File: config.mk
export PLATFORM = sky130hd
export DESIGN_NAME = shift_add_mac
export DESIGN_NICKNAME = d
export VERILOG_FILES = /design/src/rtl/shift_add_mac.sv
export SDC_FILE = /design/constraint.sdc
export NUM_CORES = 1
export LEC_CHECK = 0
export ABC_AREA = 0
export BUFFER_PORTS_ARGS = -buffer_cell sky130_fd_sc_hd__buf_2
export CAP_MARGIN = 20
export CORE_ASPECT_RATIO = 1.4
export CORE_MARGIN = 4
export CORE_UTILIZATION = 60
export CTS_CLUSTER_DIAMETER = 80
export CTS_CLUSTER_SIZE = 16
export DETAILED_ROUTE_END_ITERATION = 8
export PLACE_DENSITY = 0.91
export SYNTH_ARGS = -nofsm -noshare
export SYNTH_HDL_FRONTEND = slang
export SYNTH_SLANG_ARGS = --single-unit
File: constraint.sdc
create_clock -name clk_i -period 17.4 [get_ports clk_i]
set_clock_uncertainty 0.2 [all_clocks]
set_input_delay 0 -clock clk_i [delete_from_list [all_inputs] [get_ports clk_i]]
set_output_delay 0 -clock clk_i [all_outputs]
set_load 0.01 [all_outputs]
File: src/rtl/shift_add_mac.sv
// shift_add_mac: sequential shift-add multiply-accumulate, out = a*b + acc mod 2^(2N).
// Takes one partial-product step per divided clock tick and always runs exactly
// 2N steps, so the latency is fixed. Pairs with the PID core through the
// Start/Done strobe handshake.
module shift_add_mac #(
   parameter int N                  = 41,
   parameter int CLK_DIV_MULTIPLIER = 50
) (
   input  logic             clk_i,
   input  logic             rst_i,
   input  logic             MUL_Start_STRB_i,
   output logic             MUL_Done_STRB_o,
   input  logic [2*N-1:0]   a_i,
   input  logic [2*N-1:0]   b_i,
   input  logic [2*N-1:0]   acc_i,
   output logic [2*N-1:0]   out_o,
   output logic             busy_o
);

   localparam int W   = 2 * N;
   localparam int S_W = $clog2(W) + 1;
   localparam int D_W = $clog2(CLK_DIV_MULTIPLIER) + 1;

   localparam logic [S_W-1:0] S_LAST = S_W'(W - 1);
   localparam logic [D_W-1:0] D_LAST = D_W'(CLK_DIV_MULTIPLIER - 1);

   localparam logic ST_IDLE = 1'b0;
   localparam logic ST_BUSY = 1'b1;

   // Accumulates the addend only when the current multiplier LSB is set.
   function automatic logic [W-1:0] partial_sum(input logic [W-1:0] p,
                                                input logic [W-1:0] a,
                                                input logic         b_lsb);
      logic [W-1:0] r;
      if (b_lsb) begin
         r = p + a;
      end else begin
         r = p;
      end
      return r;
   endfunction

   logic           state_q, state_d;
   logic [W-1:0]   a_q, a_d;
   logic [W-1:0]   b_q, b_d;
   logic [W-1:0]   p_q, p_d;
   logic [S_W-1:0] s_q, s_d;
   logic [D_W-1:0] d_q, d_d;
   logic [W-1:0]   out_q, out_d;
   logic           done_q, done_d;
   logic           busy_q, busy_d;

   logic           step_s;
   logic [W-1:0]   p_next_s;

   assign step_s   = (d_q == D_LAST);
   assign p_next_s = partial_sum(p_q, a_q, b_q[0]);

   // Next-state logic: operand capture in IDLE, divided shift-add steps in BUSY.
   always_comb begin
      state_d = state_q;
      a_d     = a_q;
      b_d     = b_q;
      p_d     = p_q;
      s_d     = s_q;
      d_d     = d_q;
      out_d   = out_q;
      done_d  = 1'b0;
      busy_d  = busy_q;
      case (state_q)
         ST_IDLE: begin
            if (MUL_Start_STRB_i) begin
               a_d     = a_i;
               b_d     = b_i;
               p_d     = acc_i;
               s_d     = '0;
               d_d     = '0;
               state_d = ST_BUSY;
               busy_d  = 1'b1;
            end else begin
               busy_d  = 1'b0;
            end
         end
         ST_BUSY: begin
            if (step_s) begin
               d_d = '0;
               p_d = p_next_s;
               a_d = a_q << 1;
               b_d = b_q >> 1;
               s_d = s_q + S_W'(1);
               if (s_q == S_LAST) begin
                  out_d   = p_next_s;
                  done_d  = 1'b1;
                  state_d = ST_IDLE;
                  busy_d  = 1'b0;
               end else begin
                  busy_d  = 1'b1;
               end
            end else begin
               d_d    = d_q + D_W'(1);
               busy_d = 1'b1;
            end
         end
         default: begin
            state_d = ST_IDLE;
            busy_d  = 1'b0;
         end
      endcase
   end

   // State and datapath registers; reset aborts any computation in flight.
   always_ff @(posedge clk_i or posedge rst_i) begin
      if (rst_i) begin
         state_q <= ST_IDLE;
         a_q     <= '0;
         b_q     <= '0;
         p_q     <= '0;
         s_q     <= '0;
         d_q     <= '0;
         out_q   <= '0;
         done_q  <= 1'b0;
         busy_q  <= 1'b0;
      end else begin
         state_q <= state_d;
         a_q     <= a_d;
         b_q     <= b_d;
         p_q     <= p_d;
         s_q     <= s_d;
         d_q     <= d_d;
         out_q   <= out_d;
         done_q  <= done_d;
         busy_q  <= busy_d;
      end
   end

   assign out_o           = out_q;
   assign MUL_Done_STRB_o = done_q;
   assign busy_o          = busy_q;

endmodule
==> flow_summary.json <==
{
  "ant_nets": 0,
  "ys_seq_area_frac": 0.407,
  "final_nets": 3205,
  "syn_avg_cell_area_um2": 8.80,
  "io_buffer_count": 332,
  "run_status": "finished clean",
  "async_reset_ff_frac": 1.00,
  "antenna_found_initial": 9,
  "area_delta_synth_final_pct": 23.2,
  "min-delay-start": "acc_i[66]",
  "ys_ff_latch": 345,
  "hold_end": "p_q[66]$_DFFE_PP0P_",
  "setup_tns_ns": 0,
  "rsz0062_at_grt": "no",
  "initial_utilization": 0.608,
  "hpwl_um": 46600,
  "syn_area_um2": 21200,
  "synth_nets": 2742,
  "relSlewSlack": 0.289,
  "clk_path_buf_depth": 3,
  "r2r-end": "b_q[73]$_DFFE_PP0P_",
  "critPathKind": "reg2reg",
  "ios": 333,
  "numCtsBuffers": 25,
  "rrSetupSlack_ns": 12.50,
  "gr-total-overflow": 0,
  "cts_root_buf": "clkbuf_16",
  "cts_tree": "done",
  "finalMaxSlewViolations": 0,
  "dieArea_um2": 38400,
  "ir_worst_vdd_mv": 0.103,
  "die_w_um": 167,
  "period_share": 0.282,
  "leakagePower_uw": 0.0132,
  "grt_pass1_vias": 22700,
  "rr_startpoint": "busy_o$_DFF_PP0_",
  "finalHoldViolations": 0,
  "cap_violations": 0,
  "grt_pass1_wl_um": 119000,
  "tightest_slew_ns": 1.06,
  "row_count": 81,
  "max_freq_mhz": 204,
  "min_path_cells": 4,
  "vias_per_cell": 6.56,
  "post_cts_buffers": 0,
  "clk_pin_slew_ns": 0.08,
  "grt_max_degree": 144,
  "die-height_um": 230,
  "core-area_um2": 34900,
  "crit_required_ns": 17.56,
  "start_kind": "register",
  "vias": 21900,
  "crit_path_end_kind": "register",
  "synth-main-ff-cell": "dfrtp_1",
  "gp_congestion": 1.01,
  "setup_viol": 0,
  "drive_above_1_share": 0.147,
  "reg2reg_depth": 8,
  "cts-htree-levels": 1,
  "worstPathArrival_ns": 5.06,
  "first_pass_iters": 8,
  "period_minus_slack_ns": 4.90,
  "clk_latency_ns": 0.58,
  "min_path_type": "in2reg",
  "cp_max_fo": 133,
  "holdWs_ns": 0.0148,
  "grtUsageTotal": 0.384,
  "initialDrtViolationCount": 2557,
  "synth_cell_types": 82,
  "wl_per_cell_um": 22.9,
  "cts.sinks": 345,
  "route.detailed.drc": 0,
  "yosysWarnings": 0,
  "synth_edf_count": 0,
  "powerDensity_nw_per_um2": 151,
  "synthCells": 2407,
  "wirelength_um": 76300
}
==> cell usage in the layout, fill, tap and decap left out, types with 7 or more instances in the layout <==
cell type / Yosys / final
a211oi_1: 17 / 17
a21boi_0: 7 / 7
a21o_1: 52 / 52
a21oi_1: 169 / 169
a22oi_1: 9 / 9
a31oi_1: 29 / 29
a41oi_1: 9 / 9
and3_1: 35 / 35
buf_2: 24 / 332
buf_4: 0 / 19
clkbuf_16: 0 / 25
dfrtp_1: 345 / 343
dlygate4sd3_1: 0 / 254
ha_1: 85 / 85
inv_1: 24 / 23
mux2i_1: 220 / 220
nand2_1: 385 / 384
nand2b_1: 13 / 13
nand3_1: 19 / 19
nand4_1: 40 / 40
nor2_1: 102 / 101
nor2b_1: 10 / 10
nor3_1: 36 / 36
o211ai_1: 14 / 14
o21a_1: 17 / 17
o21ai_0: 362 / 362
o21ai_1: 19 / 19
o21bai_1: 16 / 16
o22ai_1: 21 / 21
o31ai_1: 7 / 7
or3_1: 20 / 20
xnor2_1: 41 / 41
xor2_1: 27 / 27
==> final cells by class <==
class / count / area, um2
multi-input cells: 1863 / 11700
clock inverters: 2 / 17.5
fillers: 2238 / 8760
diodes: 6 / 15.0
clock buffers: 27 / 633
inverters: 26 / 105
flip-flops and latches: 345 / 8640
repair buffers: 609 / 4450
well taps: 456 / 571
==> synth_stat cells, drive strengths merged (7+ instances only) <==
cell,n,area [um2]
nand2,386,1450
o21ai,383,1930
dfrtp,345,8630
mux2i,220,2200
a21oi,172,872
clkbuf,124,467
nor2,102,383
ha,85,1060
a21o,53,399
buf,48,317
nand4,41,263
xnor2,41,359
nor3,38,200
and3,35,219
a31oi,30,203
xor2,27,236
inv,24,90.1
or3,22,144
a211oi,21,178
o22ai,21,131
nand3,19,95.1
o21a,17,128
o21bai,16,120
o211ai,14,105
nand2b,13,81.3
nor2b,10,62.6
a22oi,9,67.6
a41oi,9,78.8
a21boi,7,52.6
o31ai,7,52.6
or2,7,43.8
==> per-layer routing <==
| layer | up-vias | global-route usage | part of all wire |
|---|---|---|---|
| li1 | 9556 | - | - |
| met1 | 10300 | 0.416 | 0.34 |
| met2 | 1510 | 0.663 | 0.49 |
| met3 | 502 | 0.0785 | 0.088 |
| met4 | 4 | 0.284 | 0.089 |
| met5 | - | 0 | 0.00028 |
==> critical path, cell delays in order (launching register included) <==
cell and delay, ns:
dfrtp_4 0.84, buf_12 0.52, nor2b_1 0.10, buf_4 0.23
nor2_4 0.57, buf_4 0.58, buf_16 0.33, buf_4 0.80
o21ai_0 0.39
==> metrics by stage <==
stage / cells / setup slack [ns] / instance area, um2 / util / power, uW
2_1_floorplan: 2407 / 7.63 / 21200 / - / 2720
3_3_place_gp: 3042 / 12.49 / 22800 / 0.654 / 3120
3_5_place_dp: 3042 / 12.40 / 22800 / 0.654 / 3200
4_1_cts: 3325 / 12.38 / 26000 / 0.746 / 3800
5_1_grt: 3333 / 12.06 / 26100 / 0.749 / 4170
6_report: 3334 / 12.50 / 26100 / 0.749 / 3950
==> timing repair <==
action / CTS / global route
resized for setup: 0 / 0
hold endpoints to repair: 358 / 0
setup endpoints to repair: 0 / 0
hold buffers: 254 / 0
==> cell families after synthesis <==
group / share of synthesized area
buffers and inverters: 0.0421
XOR/XNOR: 0.0281
AND/OR/NAND/NOR: 0.145
multiplexers: 0.106
flip-flops: 0.407
adder cells (fa/ha/maj): 0.0511
AO/OA/AOI/OAI: 0.220
==> registers in the layout (all words and copies together) (netlist names) <==
register	cells
busy_o	1
a_q	82
s_q	8
out_o	82
p_q	82
d_q	7
b_q	82
MUL_Done_STRB_o	1
==> worst max path at each step <==
stage,startpoint,slack (ns),cells past startpoint,end
floorplan,rst_i,7.63,1,MUL_Done_STRB_o$_DFF_PP0_
finish,busy_o$_DFF_PP0_,12.50,8,b_q[73]$_DFFE_PP0P_
global placement,busy_o$_DFF_PP0_,12.49,9,p_q[17]$_DFFE_PP0P_
global route,busy_o$_DFF_PP0_,12.06,10,p_q[17]$_DFFE_PP0P_
CTS,busy_o$_DFF_PP0_,12.38,9,p_q[17]$_DFFE_PP0P_
detailed placement,busy_o$_DFF_PP0_,12.40,9,p_q[17]$_DFFE_PP0P_
==> report_power, final <==
part / switching, uW / leakage (uW) / internal, uW
logic: 1320 / 0.00846 / 808
registers: 233 / 0.00444 / 1030
clock network: 298 / 0.000320 / 258
Note: power is estimated with default switching activity, not from simulation.
